<file path="src/rtl/mmio_uart_tx_pkg.sv">
// Shared register map, status field positions and transmit FSM states
// for the memory-mapped UART transmitter.
package mmio_uart_tx_pkg;

    localparam logic [2:0] UART_TXDATA_OFFSET = 3'h0;
    localparam logic [2:0] UART_STATUS_OFFSET = 3'h4;

    localparam int unsigned STATUS_BUSY_BIT  = 0;
    localparam int unsigned STATUS_FULL_BIT  = 1;
    localparam int unsigned STATUS_EMPTY_BIT = 2;
    localparam int unsigned STATUS_COUNT_LSB = 4;

    typedef enum logic [1:0] {
        UART_IDLE  = 2'd0,
        UART_START = 2'd1,
        UART_DATA  = 2'd2,
        UART_STOP  = 2'd3
    } uart_state_t;

endpackage

</file>
<file path="src/rtl/sync_fifo.sv">
// Single-clock FIFO with registered count; pointers wrap modulo DEPTH
// (DEPTH must be a power of two). Head entry is presented combinationally.
module sync_fifo #(
    parameter int unsigned WIDTH = 8,
    parameter int unsigned DEPTH = 4
) (
    input  logic                       clock,
    input  logic                       reset_n,
    input  logic                       push,
    input  logic                       pop,
    input  logic [WIDTH-1:0]           data_in,
    output logic [WIDTH-1:0]           data_out,
    output logic                       full,
    output logic                       empty,
    output logic [$clog2(DEPTH):0]     count
);

    localparam int unsigned AW = $clog2(DEPTH);

    logic [WIDTH-1:0] mem [DEPTH];
    logic [AW-1:0]    wr_ptr;
    logic [AW-1:0]    rd_ptr;
    logic             do_push;
    logic             do_pop;

    assign full     = (count == (AW+1)'(DEPTH));
    assign empty    = (count == '0);
    assign do_push  = push & ~full;
    assign do_pop   = pop & ~empty;
    assign data_out = mem[rd_ptr];

    always_ff @(posedge clock) begin
        if (!reset_n) begin
            wr_ptr <= '0;
            rd_ptr <= '0;
            count  <= '0;
        end else begin
            if (do_push) wr_ptr <= wr_ptr + 1'b1;
            if (do_pop)  rd_ptr <= rd_ptr + 1'b1;
            if (do_push && !do_pop)
                count <= count + 1'b1;
            else if (!do_push && do_pop)
                count <= count - 1'b1;
        end
    end

    always_ff @(posedge clock) begin
        if (do_push) mem[wr_ptr] <= data_in;
    end

endmodule

</file>
<file path="src/rtl/mmio_uart_tx.sv">
// Memory-mapped 8N1 UART transmitter: TXDATA store port feeding a FIFO,
// STATUS load port, and a START/DATA/STOP serialiser.
module mmio_uart_tx
    import mmio_uart_tx_pkg::*;
#(
    parameter logic [31:0] BASE_ADDRESS = 32'h0000_1000,
    parameter int unsigned CLKS_PER_BIT = 4,
    parameter int unsigned FIFO_DEPTH   = 4
) (
    input  logic        clock,
    input  logic        reset_n,
    input  logic [31:0] address,
    input  logic [31:0] input_data,
    input  logic        mem_write,
    input  logic        mem_read,
    output logic [31:0] output_data,
    output logic        stall,
    output logic        tx
);

    localparam int unsigned BW = $clog2(CLKS_PER_BIT);
    localparam int unsigned CW = $clog2(FIFO_DEPTH) + 1;
    localparam logic [BW-1:0] BAUD_RELOAD = BW'(CLKS_PER_BIT - 1);

    logic          selected;
    logic [2:0]    offset;
    logic          txdata_store;
    logic          fifo_push;
    logic          fifo_pop;
    logic          fifo_full;
    logic          fifo_empty;
    logic [7:0]    fifo_head;
    logic [CW-1:0] fifo_count;
    logic [31:0]   status_word;
    logic          unused_data_bits;

    uart_state_t   state, state_nxt;
    logic [BW-1:0] baud_cnt, baud_nxt;
    logic [7:0]    shift_reg, shift_nxt;
    logic [2:0]    bit_idx, bit_idx_nxt;

    assign selected     = (address[31:3] == BASE_ADDRESS[31:3]);
    assign offset       = address[2:0];
    assign txdata_store = selected & mem_write & (offset == UART_TXDATA_OFFSET);
    // full is the registered flag, so a same-cycle pop cannot unblock the store
    assign stall        = txdata_store & fifo_full;
    assign fifo_push    = txdata_store & ~fifo_full;
    assign unused_data_bits = ^input_data[31:8];

    sync_fifo #(
        .WIDTH (8),
        .DEPTH (FIFO_DEPTH)
    ) u_fifo (
        .clock    (clock),
        .reset_n  (reset_n),
        .push     (fifo_push),
        .pop      (fifo_pop),
        .data_in  (input_data[7:0]),
        .data_out (fifo_head),
        .full     (fifo_full),
        .empty    (fifo_empty),
        .count    (fifo_count)
    );

    always_comb begin
        status_word = '0;
        status_word[STATUS_BUSY_BIT]        = (state != UART_IDLE);
        status_word[STATUS_FULL_BIT]        = fifo_full;
        status_word[STATUS_EMPTY_BIT]       = fifo_empty;
        status_word[STATUS_COUNT_LSB +: 4]  = 4'(fifo_count);
    end

    assign output_data = (selected && mem_read && offset == UART_STATUS_OFFSET)
                         ? status_word : '0;

    always_ff @(posedge clock) begin
        if (!reset_n) begin
            state     <= UART_IDLE;
            baud_cnt  <= '0;
            shift_reg <= '0;
            bit_idx   <= '0;
        end else begin
            state     <= state_nxt;
            baud_cnt  <= baud_nxt;
            shift_reg <= shift_nxt;
            bit_idx   <= bit_idx_nxt;
        end
    end

    always_comb begin
        state_nxt   = state;
        baud_nxt    = baud_cnt;
        shift_nxt   = shift_reg;
        bit_idx_nxt = bit_idx;
        fifo_pop    = 1'b0;
        tx          = 1'b1;
        case (state)
            UART_IDLE: begin
                if (!fifo_empty) begin
                    fifo_pop  = 1'b1;
                    shift_nxt = fifo_head;
                    baud_nxt  = BAUD_RELOAD;
                    state_nxt = UART_START;
                end
            end
            UART_START: begin
                tx = 1'b0;
                if (baud_cnt == '0) begin
                    baud_nxt    = BAUD_RELOAD;
                    bit_idx_nxt = '0;
                    state_nxt   = UART_DATA;
                end else begin
                    baud_nxt = baud_cnt - 1'b1;
                end
            end
            UART_DATA: begin
                tx = shift_reg[0];
                if (baud_cnt == '0) begin
                    baud_nxt    = BAUD_RELOAD;
                    shift_nxt   = {1'b0, shift_reg[7:1]};
                    bit_idx_nxt = bit_idx + 1'b1;
                    if (bit_idx == 3'd7) state_nxt = UART_STOP;
                end else begin
                    baud_nxt = baud_cnt - 1'b1;
                end
            end
            UART_STOP: begin
                if (baud_cnt == '0) state_nxt = UART_IDLE;
                else                baud_nxt  = baud_cnt - 1'b1;
            end
            default: state_nxt = UART_IDLE;
        endcase
    end

endmodule

</file>
<file path="config.mk">
export PLATFORM = sky130hd
export DESIGN_NAME = mmio_uart_tx
export DESIGN_NICKNAME = d
export VERILOG_FILES = /design/src/rtl/mmio_uart_tx_pkg.sv /design/src/rtl/sync_fifo.sv /design/src/rtl/mmio_uart_tx.sv
export SDC_FILE = /design/constraint.sdc
export NUM_CORES = 1
export LEC_CHECK = 0
export BUFFER_PORTS_ARGS = -buffer_cell sky130_fd_sc_hd__buf_2
export CAP_MARGIN = 20
export CORE_AREA = 10 10 130 85
export CTS_CLUSTER_SIZE = 25
export DETAILED_ROUTE_END_ITERATION = 7
export DIE_AREA = 0 0 140 95
export PLACE_DENSITY = 0.61
export SLEW_MARGIN = 40
export SYNTH_ARGS = -nofsm -noshare
export SYNTH_HDL_FRONTEND = slang
export SYNTH_HIERARCHICAL = 1
export SYNTH_SLANG_ARGS = --single-unit
</file>
<file path="constraint.sdc">
create_clock -name clock -period 3.12 [get_ports clock]
set_input_delay 0.312 -clock clock [delete_from_list [all_inputs] [get_ports clock]]
set_output_delay 0.312 -clock clock [all_outputs]
set_load 0.01 [all_outputs]
</file>
==> impl_results.md <==
* Status: complete, no violations
* Cell area after placement at 3140 sq um
* VDD IR max at 0.213 mV
* Clock share of power at 0.342
* Maxcap violations at 0
* Final setup fails at 0
* Distinct cells, synth at 44
* DRC viols at 0
* Final Hold Vio Count at 0
* TritonCTS buffer count at 5
* Vias in the first global route at 1,866
* Top post-synthesis cells by count: 32 x edfxtp_1, 26 x buf_4, 24 x dfxtp_1, 14 x nor4_1
* GRT overflow at 0
* Largest net degree at the start of global routing at 19
* Gr usage total at 0.0867
* Die Span Y at 95 um
* Sink Count at 56
* Leakage power at 1.24 nW
* WP data arrival at 2.69 ns
* R2r setup slk at about 0.66 ns
* Hold Crit Depth at 1
* Cts hold-fix bufs at 0
* Tmin final at roughly 2.5 ns
* Register-to-Register Path Depth at 10
* Clock Path Buffers at 2
* Synth top area share at 0.335
* Rows at 27
* Design Area, Final at between 3000 and 4000 sq um
* Final Util at 0.374
* DRT antenna net count at 0
* Starting density of the core at 0.326
* Max Fclk at 406 MHz
* Syn_area_per_cell at 12.4 sq um
* Clock transition at the registers of the reported paths at 0.07 ns
* Setup TNS at 0 ns
* Average wire per standard cell at roughly 15 um
* Area grow syn2layout at 14.5%
* Power Density at 498 nW/um^2
* WS Path Type: reg -> reg
* Post-CTS setup buffers at 0
* Synthesized area at 2870 sq um
* Clock latency on the worst-skew pair at 0.29 ns
* Synth Flop Type: edfxtp_1
* Switch Pwr at approximately 0.42 mW
* Die Width at 140 um
* Synthesized instance count at 231
* Worst Path Required at 3.35 ns
* 1st-iter DRT viols at between 80 and 90
* IO buf count at 51
* Dpl cells at 392
* Max Clock Skew at 0.00292 ns
* Die area at 13,300 sq um
* Hold endpoint: u_fifo/mem[2][5]$_DFFE_PP_
* Clk Tree Root Cell: clkbuf_16
* Via-per-instance ratio at 4.63
* Post_cts resized at 0
* Antenna cell count at 0
* R2r endpoint: u_fifo/count[2]$_SDFFE_PN0P_
* Antenna violations before repair at 0
* Placer Congestion at 0.731
* Hold WC Path Type: in -> reg
* Final non-filler cell total at 400
* Sequential Power Share at 0.505
* Worst Max-Slew Pin Slew at ~0.84 ns
* Synth area leader: edfxtp_1
* Pre-antenna DRT Iters at 4
* Synth warnings at 6
* Yosys reg bits at 56
* Slew margin rel. at 0.441
* Core area at 8780 sq um
* Count leader, synth: edfxtp_1
* Post-synth EDFFs at 32
* Top post-synthesis cells by area: edfxtp_1 34%, dfxtp_1 17%, buf_4 6.8%
* Detail Placement HPWL at 4410 um
* Fill cells at 852
* Pins Over Slew Limit at 0
* H-tree depth at 2
* Synth async-reset ratio at 0
* Critical path startpoint category: flip-flop
* Gate power share at 0.153
* HP Start: input_data[5]
* Vias at 1,853
* Reg2reg start: state[0]$_SDFFE_PN0P_
* Max reg flops at 32
* CP max FO at 8
* Worst setup EP type: flip-flop
* First-pass GRT wire length at around 9400 um
* Pint at 1.21 mW
* Post-Route WL at 5840 um
* Fin crit share at 0.789
* RSZ-0062 raised after global routing: no
* Sw frac at 0.259
* Layout cells sized above 1 at 0.299
* CTS tree: built
* Seq/Total Area, Yosys at 0.503
* I/O pins at 102
* Final net count at 365
## final cells by class
| class | count | area, sq um | share of cell area |
|---|---|---|---|
| flip-flops and latches | 56 | 1440 | 0.439 |
| well taps | 116 | 145 | 0.0442 |
| clock buffers | 5 | 125 | 0.0381 |
| clock inverters | 3 | 22.5 | 0.00686 |
| inverters | 14 | 52.6 | 0.0160 |
| repair buffers | 55 | 285 | 0.0869 |
| multi-input cells | 151 | 1210 | 0.369 |
## metal layers
layer	GRT usage	vias up	routed length, um
li1	-	908	-
met1	0.113	903	2710
met2	0.129	33	2760
met3	0.0331	9	305
met4	0.0283	0	70
met5	0	-	0
## power groups by stage
stage / Combinational, mW / Sequential, mW / Clock, mW
final: 0.250 / 0.825 / 0.559
after global routing: 0.284 / 0.829 / 0.607
after CTS: 0.249 / 0.825 / 0.580
after detailed placement: 0.246 / 0.842 / 0
after global placement: 0.241 / 0.841 / 0
after floorplan: 0.211 / 0.838 / 0
## critical path, cell delays in order (launching register included)
cell and delay (ns):
dfxtp_1 0.39, inv_1 0.11, ha_1 0.33, nor2b_1 0.20, o31ai_2 0.09, ha_1 0.24, inv_1 0.06, fa_1 0.37
xor2_1 0.17, or3_1 0.31, a21boi_1 0.13
## stage by stage
step	setup WS (ns)	power [mW]	hold WS, ns
CTS	0.661	1.65	0.224
global route	0.467	1.72	0.231
finish	0.657	1.63	0.231
floorplan	0.489	1.05	0.411
global placement	0.414	1.08	0.457
detailed placement	0.386	1.09	0.464
## placed cells by master (no fill, tap or decap), types with 7 or more instances in the layout
cell      synthesis  routed
mux2i_1          12      12
buf_2             4      51
a211oi_2          7       7
dfxtp_1          24      24
mux4_2            8       8
and2_1            8       8
edfxtp_1         32      32
conb_1            1      26
nand2_1          10      10
nor4_1           14      14
ha_1             13      13
a21oi_1          10      10
inv_1            13      13
## how the worst max path moves through the flow
stage | from | end | slack, ns | depth (start not counted)
3_3_place_gp | address[11] | u_fifo/count[2]$_SDFFE_PN0P_ | 0.41 | 11
5_1_grt | u_fifo/count[0]$_SDFFE_PN0P_ | u_fifo/count[2]$_SDFFE_PN0P_ | 0.47 | 9
4_1_cts | state[0]$_SDFFE_PN0P_ | u_fifo/count[2]$_SDFFE_PN0P_ | 0.66 | 10
6_report | state[0]$_SDFFE_PN0P_ | u_fifo/count[2]$_SDFFE_PN0P_ | 0.66 | 10
3_5_place_dp | address[11] | u_fifo/count[2]$_SDFFE_PN0P_ | 0.39 | 11
2_1_floorplan | address[11] | u_fifo/count[2]$_SDFFE_PN0P_ | 0.49 | 11
## cell families (layout without fill, tap and decap cells)
logic type | Yosys count | count (layout) | synth area share
fa+ha+maj | 14 | 14 | 0.0637
xor+xnor | 4 | 4 | 0.0122
flops | 56 | 56 | 0.503
buf+inv | 49 | 77 | 0.108
simple gates | 52 | 52 | 0.106
other cells | 1 | 26 | 0.00131
mux | 21 | 21 | 0.110
compound gates | 34 | 34 | 0.0964
(Power assumes the default switching activity.)
